===== config.mk =====
export PLATFORM = sky130hd
export DESIGN_NAME = ped_signal_ctrl
export DESIGN_NICKNAME = d
export VERILOG_FILES = /design/src/rtl/ped_pkg.sv /design/src/rtl/ped_btn_debounce.sv /design/src/rtl/ped_signal_ctrl.sv
export SDC_FILE = /design/constraint.sdc
export NUM_CORES = 1
export LEC_CHECK = 0
export CORE_MARGIN = 2
export CORE_UTILIZATION = 35
export CTS_CLUSTER_DIAMETER = 150
export DETAILED_ROUTE_END_ITERATION = 16
export PLACE_DENSITY = 0.65
export REMOVE_ABC_BUFFERS = 1
export SLEW_MARGIN = 40
export SYNTH_ARGS = -nofsm -noshare
export SYNTH_HDL_FRONTEND = slang
export SYNTH_HIERARCHICAL = 1
export SYNTH_SLANG_ARGS = --single-unit

===== constraint.sdc =====
create_clock -name clk -period 1.85 [get_ports clk]
set_input_delay 0.2775 -clock clk [delete_from_list [all_inputs] [get_ports clk]]
set_output_delay 0.2775 -clock clk [all_outputs]
set_load 0.05 [all_outputs]

===== src/rtl/ped_pkg.sv =====
// ----------------------------------------------------------------------------
// ped_pkg
// Shared definitions for the pedestrian signal controller: the FSM state
// encoding and the default values of the timing parameters.
// ----------------------------------------------------------------------------
package ped_pkg;

    typedef enum logic [1:0] {
        DW_STEADY = 2'd0,
        WALK      = 2'd1,
        CLEARANCE = 2'd2
    } ped_state_e;

    localparam int DEF_DEBOUNCE_CYCLES = 4;
    localparam int DEF_WALK_CYCLES     = 30;
    localparam int DEF_CLEAR_CYCLES    = 15;
    localparam int DEF_FLASH_HALF      = 2;
    localparam int DEF_CNT_W           = 8;

endpackage


===== src/rtl/ped_btn_debounce.sv =====
// ----------------------------------------------------------------------------
// ped_btn_debounce
// Brings the raw push-button into the clock domain with a 2-FF synchronizer
// and qualifies it with a saturating run-length counter. A single-cycle press
// pulse is produced when the synchronized level has been high for
// DEBOUNCE_CYCLES consecutive cycles; the level must return low before the
// next pulse can occur.
//
// Ports:
//   clk      in   clock, rising edge
//   rst_n    in   asynchronous active-low reset
//   i_btn    in   raw asynchronous button, active high
//   o_press  out  one-cycle qualified press pulse
// ----------------------------------------------------------------------------
module ped_btn_debounce
    import ped_pkg::*;
#(
    parameter int DEBOUNCE_CYCLES = DEF_DEBOUNCE_CYCLES
) (
    input  logic clk,
    input  logic rst_n,
    input  logic i_btn,
    output logic o_press
);

    localparam int DB_W = $clog2(DEBOUNCE_CYCLES + 1);

    logic            r_sync1;
    logic            r_sync2;
    logic [DB_W-1:0] r_cnt;

    always_ff @(posedge clk or negedge rst_n) begin
        if (!rst_n) begin
            r_sync1 <= 1'b0;
            r_sync2 <= 1'b0;
            r_cnt   <= '0;
        end else begin
            r_sync1 <= i_btn;
            r_sync2 <= r_sync1;
            if (!r_sync2) begin
                r_cnt <= '0;
            end else if (r_cnt != DB_W'(DEBOUNCE_CYCLES)) begin
                r_cnt <= r_cnt + 1'b1;
            end
        end
    end

    // Fires in the cycle whose edge brings the count to DEBOUNCE_CYCLES, so the
    // downstream request latch is set on that same edge. Saturation keeps it
    // from firing again until the level drops.
    assign o_press = r_sync2 && (r_cnt == DB_W'(DEBOUNCE_CYCLES - 1));

endmodule


===== src/rtl/ped_signal_ctrl.sv =====
// ----------------------------------------------------------------------------
// ped_signal_ctrl
// Pedestrian WALK / DON'T-WALK controller slaved to the vehicle light FSM.
// A debounced button press latches a request; the walk phase is granted only
// on the rising edge of vehicle red, followed by a flashing clearance. Loss of
// red or a multi-hot vehicle lamp aborts to steady DON'T-WALK; multi-hot also
// sets a sticky fault that blocks further grants until reset.
//
// Ports:
//   clk          in   clock, rising edge
//   rst_n        in   asynchronous active-low reset
//   red          in   vehicle red lamp (registered upstream)
//   yellow       in   vehicle yellow lamp
//   green        in   vehicle green lamp
//   ped_btn      in   raw pedestrian button, active high
//   walk         out  WALK lamp
//   dont_walk    out  DON'T-WALK lamp, flashes during clearance
//   req_pending  out  latched, not yet served request
//   countdown    out  remaining cycles of the current phase, 0 when idle
//   fault        out  sticky multi-hot lamp indication
// ----------------------------------------------------------------------------
module ped_signal_ctrl
    import ped_pkg::*;
#(
    parameter int DEBOUNCE_CYCLES = DEF_DEBOUNCE_CYCLES,
    parameter int WALK_CYCLES     = DEF_WALK_CYCLES,
    parameter int CLEAR_CYCLES    = DEF_CLEAR_CYCLES,
    parameter int FLASH_HALF      = DEF_FLASH_HALF,
    parameter int CNT_W           = DEF_CNT_W
) (
    input  logic             clk,
    input  logic             rst_n,
    input  logic             red,
    input  logic             yellow,
    input  logic             green,
    input  logic             ped_btn,
    output logic             walk,
    output logic             dont_walk,
    output logic             req_pending,
    output logic [CNT_W-1:0] countdown,
    output logic             fault
);

    localparam int FL_W = (FLASH_HALF > 1) ? $clog2(FLASH_HALF) : 1;

    logic             w_press;
    logic             w_red_rise;
    logic             w_multi;

    logic             r_red_d;
    ped_state_e       r_state,     w_state_nxt;
    logic [CNT_W-1:0] r_timer,     w_timer_nxt;
    logic [FL_W-1:0]  r_flash_cnt, w_flash_cnt_nxt;
    logic             r_flash_on,  w_flash_on_nxt;
    logic             r_req,       w_req_nxt;
    logic             r_fault,     w_fault_nxt;
    logic             r_walk,      w_walk_nxt;
    logic             r_dont_walk, w_dont_walk_nxt;

    ped_btn_debounce #(
        .DEBOUNCE_CYCLES (DEBOUNCE_CYCLES)
    ) u_debounce (
        .clk     (clk),
        .rst_n   (rst_n),
        .i_btn   (ped_btn),
        .o_press (w_press)
    );

    assign w_red_rise = red & ~r_red_d;
    assign w_multi    = (red & yellow) | (red & green) | (yellow & green);

    always_ff @(posedge clk or negedge rst_n) begin
        if (!rst_n) begin
            r_red_d     <= 1'b0;
            r_state     <= DW_STEADY;
            r_timer     <= '0;
            r_flash_cnt <= '0;
            r_flash_on  <= 1'b0;
            r_req       <= 1'b0;
            r_fault     <= 1'b0;
            r_walk      <= 1'b0;
            r_dont_walk <= 1'b1;
        end else begin
            r_red_d     <= red;
            r_state     <= w_state_nxt;
            r_timer     <= w_timer_nxt;
            r_flash_cnt <= w_flash_cnt_nxt;
            r_flash_on  <= w_flash_on_nxt;
            r_req       <= w_req_nxt;
            r_fault     <= w_fault_nxt;
            r_walk      <= w_walk_nxt;
            r_dont_walk <= w_dont_walk_nxt;
        end
    end

    always_comb begin
        w_state_nxt     = r_state;
        w_timer_nxt     = r_timer;
        w_flash_cnt_nxt = r_flash_cnt;
        w_flash_on_nxt  = r_flash_on;
        w_req_nxt       = r_req | w_press;
        w_fault_nxt     = r_fault | w_multi;

        unique case (r_state)
            DW_STEADY: begin
                w_timer_nxt = '0;
                if (w_red_rise && (r_req || w_press) && !r_fault && !w_multi) begin
                    w_state_nxt = WALK;
                    w_timer_nxt = CNT_W'(WALK_CYCLES - 1);
                    // Serving the request wins over a press landing on the same edge.
                    w_req_nxt   = 1'b0;
                end
            end
            WALK: begin
                if (w_multi || !red) begin
                    w_state_nxt = DW_STEADY;
                    w_timer_nxt = '0;
                end else if (r_timer == '0) begin
                    w_state_nxt     = CLEARANCE;
                    w_timer_nxt     = CNT_W'(CLEAR_CYCLES - 1);
                    w_flash_on_nxt  = 1'b1;
                    w_flash_cnt_nxt = FL_W'(FLASH_HALF - 1);
                end else begin
                    w_timer_nxt = r_timer - 1'b1;
                end
            end
            CLEARANCE: begin
                if (w_multi || !red || (r_timer == '0)) begin
                    w_state_nxt = DW_STEADY;
                    w_timer_nxt = '0;
                end else begin
                    w_timer_nxt = r_timer - 1'b1;
                end
                if (r_flash_cnt == '0) begin
                    w_flash_on_nxt  = ~r_flash_on;
                    w_flash_cnt_nxt = FL_W'(FLASH_HALF - 1);
                end else begin
                    w_flash_cnt_nxt = r_flash_cnt - 1'b1;
                end
            end
            default: begin
                w_state_nxt = DW_STEADY;
                w_timer_nxt = '0;
            end
        endcase

        // Lamps are computed from the next state so they leave the block registered.
        w_walk_nxt      = (w_state_nxt == WALK);
        w_dont_walk_nxt = (w_state_nxt == DW_STEADY) ||
                          ((w_state_nxt == CLEARANCE) && w_flash_on_nxt);
    end

    assign walk        = r_walk;
    assign dont_walk   = r_dont_walk;
    assign req_pending = r_req;
    assign fault       = r_fault;
    // The timer is forced to zero whenever DW_STEADY is entered or held.
    assign countdown   = r_timer;

endmodule


==> metrics.log <==
[metrics] delay-heaviest family, CP: buffers and inverters
[metrics] maximum root-to-sink buffer count: 2
[metrics] type of the worst min-delay path: in -> async
[metrics] Reg clk slew, reported paths: 0.13 ns
[metrics] count of endpoints failing setup in the final report: 0
[metrics] worst skew pair latency: 0.31 ns
[metrics] Avg Synthesized Cell Area: 10.50 µm²
[metrics] Fin. Hold Viols: 0
[metrics] horizontal extent of the die: 61.44 µm
[metrics] number of antenna violations at the first check in global routing: 0
[metrics] largest voltage drop on the vdd net: 545.2 µV
[metrics] beginning of the worst register-to-register path: u_debounce/r_cnt[1]$_DFFE_PN0P_
[metrics] wire length reported by the detailed router: 2268 µm
[metrics] number of different library cells in the post-synthesis netlist: 34
[metrics] Max-slew headroom: 65.81%
[metrics] Max Freq: 0.5579 GHz
[metrics] initial core utilization: 37.22%
[metrics] Buf/Inv on CP: 1
[metrics] CTS tree: yes
[metrics] Lkg Pwr: 0.7465 nW
[metrics] buffer count from post-CTS setup fixing: 0
[metrics] type of destination of the critical path: primary output
[metrics] critical path's largest stage delay: 0.81 ns
[metrics] outcome: finished clean
[metrics] sum of net half-perimeters after detailed placement: 1794 µm
[metrics] global-route usage over all layers: 13.46%
[metrics] RD Place Congestion: 0.7924
[metrics] fraction of the cycle the final worst path needs: 96.89%
[metrics] setup repair after global routing missed its margin: false
[metrics] Area after DPL: 0.001425 mm²
[metrics] IO buf count: 17
[metrics] post-synthesis sequential area ratio: 47.78%
[metrics] first-pass GRT wire length: 3746 µm
[metrics] final critical-path setup slack: 0.05759 ns
[metrics] mapped cell area: 0.001155 mm²
[metrics] relative area change from synthesis to final layout: 29.25%
[metrics] reported max-cap violation count: 0
[metrics] Std-Cell Rows: 20
[metrics] # clock sinks: 22
[metrics] share of layout cells above drive strength 1: 20.14%
[metrics] largest net degree at the start of global routing: 23
[metrics] residual DRC count: 0
[metrics] drt wl/cell: 12.39 µm
[metrics] drt pass-1 iters: 4
[metrics] Req. time, crit path: 1.57 ns
[metrics] CP cell instances: clkdlybuf4s50_1
[metrics] number of standard cells in the layout, taps in and fillers out: 183
[metrics] cell with the largest stage delay on the worst path: sky130_fd_sc_hd__clkdlybuf4s50_1
[metrics] overall die area: 0.003775 mm²
[metrics] final design area excluding fillers: 0.001493 mm²
[metrics] Place WS: -0.02868 ns
[metrics] vias after detailed routing: 879
[metrics] Top Ports: 18
[metrics] Critical path origin: countdown[1]$_DFF_PN0_
[metrics] critical path class: reg -> out
[metrics] worst hold slack: 0.2895 ns
[metrics] first-iteration detailed-routing DRC count: 5
[metrics] total congestion overflow after global routing: 0
[metrics] Post-layout nets: 155
[metrics] fill cell total of the finished layout: 322
[metrics] CTS buffer count: 3
[metrics] Worst EP arrival: 1.51 ns
[metrics] Final Max Slew Viols: 0
[metrics] biggest fanout along the worst timing path: 3
[metrics] minimum period implied by the final worst setup slack: 1.792 ns
[metrics] clock root buffer: sky130_fd_sc_hd__clkbuf_4
[metrics] total power: 0.001250 W
[metrics] transition time at the pin with the least slew margin: 0.5121 ns
[metrics] power density over cell area: 837.6 mW/mm²
[metrics] # placed instances: 179
[metrics] height of the die: 61.44 µm
[metrics] number of global-route vias before repair: 879
[metrics] Yosys warning count: 6
[metrics] Synth Instances: 110
[metrics] Final ANT Viol Nets: 0
[metrics] worst clock skew: 0.009619 ns
[metrics] area of the placeable core: 0.003103 mm²
[metrics] count of inserted antenna diode cells: 0
[metrics] count of H-tree levels built during CTS: 1
[metrics] category of the worst setup path launch point: flop
[metrics] vias per cell: 4.803
[metrics] total of flip-flops plus latches after synthesis: 22
## worst reg2reg max path, cell delays in order, from the launching register on
cell and delay (ns):
sky130_fd_sc_hd__dfrtp_1 0.42, sky130_fd_sc_hd__ha_2 0.19, sky130_fd_sc_hd__ha_1 0.17, sky130_fd_sc_hd__and2_1 0.16, sky130_fd_sc_hd__nor2_2 0.11, sky130_fd_sc_hd__and4b_1 0.22, sky130_fd_sc_hd__o221a_2 0.27, sky130_fd_sc_hd__a21boi_2 0.15
## per-stage QoR
step,util [%],TNS (ns)
final,48.10,0
after global routing,48.10,0
after CTS,47.70,0
after detailed placement,45.93,-0.02868
after global placement,45.93,0
after floorplan,-,0
## synth_stat cells (all sizes together)
cell     n  area (µm²)
dfrtp   21       525.5
inv     12       45.04
nor2    11       41.29
ha       9       112.6
a21oi    8       40.04
nand2    8       30.03
xor2     6       52.55
nand3    5       25.02
nor3b    3       32.53
a21boi   2       18.77
a31oi    2       12.51
and2     2       12.51
o221a    2       22.52
o22ai    2       12.51
a211oi   1       7.510
a221oi   1       15.01
a22o     1       8.760
and3     1       6.260
and4     1       10.01
and4b    1       10.01
dfstp    1       26.28
mux2i    1       10.01
nand3b   1       7.510
nand4    1       6.260
nand4b   1       8.760
nor3     1       5.000
nor4     1       21.27
o21a     1       7.510
o21ai    1       5.000
o21bai   1       7.510
or3b     1       8.760
## path summary, 6_finish.rpt
kind	endpoint	cells past startpoint	slack, ns
max	countdown[1]	1	0.06
min	countdown[0]$_DFF_PN0_	2	0.29
max reg2reg	walk$_DFF_PN0_	7	0.06
min reg2reg	u_debounce/r_sync2$_DFF_PN0_	0	0.37
max in group asynchronous	dont_walk$_DFF_PN1_	2	1.29
min in group clk	u_debounce/r_sync2$_DFF_PN0_	0	0.37
## registers in the layout (all words and copies together), names as in the netlist
signal              count
dont_walk               1
r_state                 2
fault                   1
u_debounce/r_cnt        3
req_pending             1
r_flash_cnt             1
u_debounce/r_sync2      1
r_red_d                 1
countdown               8
u_debounce/r_sync1      1
r_flash_on              1
walk                    1
## cell type report
class	count	area, µm²	area share, %
well taps	44	55.05	3.688
clock inverters	1	30.03	2.012
clock buffers	3	22.52	1.509
inverters	12	45.04	3.018
repair buffers	25	225.2	15.09
flip-flops and latches	22	551.8	36.97
multi-input cells	76	563.0	37.72
## layout by cell type (no fill, tap or decap), types with 2 or more instances in the layout
cell type	n
sky130_fd_sc_hd__buf_4	14
sky130_fd_sc_hd__nand3_1	5
sky130_fd_sc_hd__clkbuf_4	3
sky130_fd_sc_hd__clkdlybuf4s50_1	7
sky130_fd_sc_hd__a31oi_1	2
sky130_fd_sc_hd__dlymetal6s2s_1	4
sky130_fd_sc_hd__nor2_1	10
sky130_fd_sc_hd__xor2_1	6
sky130_fd_sc_hd__o22ai_1	2
sky130_fd_sc_hd__ha_1	8
sky130_fd_sc_hd__nand2_1	8
sky130_fd_sc_hd__and2_1	2
sky130_fd_sc_hd__dfrtp_1	21
sky130_fd_sc_hd__inv_1	12
sky130_fd_sc_hd__a21oi_1	8
sky130_fd_sc_hd__nor3b_2	2
## logic make-up (layout without fill, tap and decap cells)
logic type	after synthesis	after routing	share of synthesized area, %
adders and majority gates	9	9	9.751
DFF	22	22	47.78
muxes	1	1	0.8668
xor gates and xnor gates	6	6	4.550
and+or+nand+nor	38	38	19.50
buffers and inverters	12	41	3.900
AOI/OAI and AO/OA	22	22	13.65
## where the power goes
part	internal, W	leakage [nW]	switching [W]
registers	0.000543	0.281	0.0000445
logic	0.000128	0.438	0.000167
clock network	0.000219	0.0279	0.000149
## per-layer routing
| metal | vias up | GRT usage (%) | part of all wire (%) |
|---|---|---|---|
| li1 | 445 | - | - |
| met1 | 418 | 17.19 | 46 |
| met2 | 14 | 22.95 | 50 |
| met3 | 2 | 4.412 | 3.1 |
| met4 | 0 | 1.824 | 0.44 |
| met5 | - | 0 | 0 |
## repair_timing
item                                    4_1_cts  5_1_grt
endpoints found under the setup margin        2        8
gates resized for setup                       1        5
pin swaps                                     0        1
hold buffers                                  0        0
No activity file was read; power rests on OpenSTA's default activity.
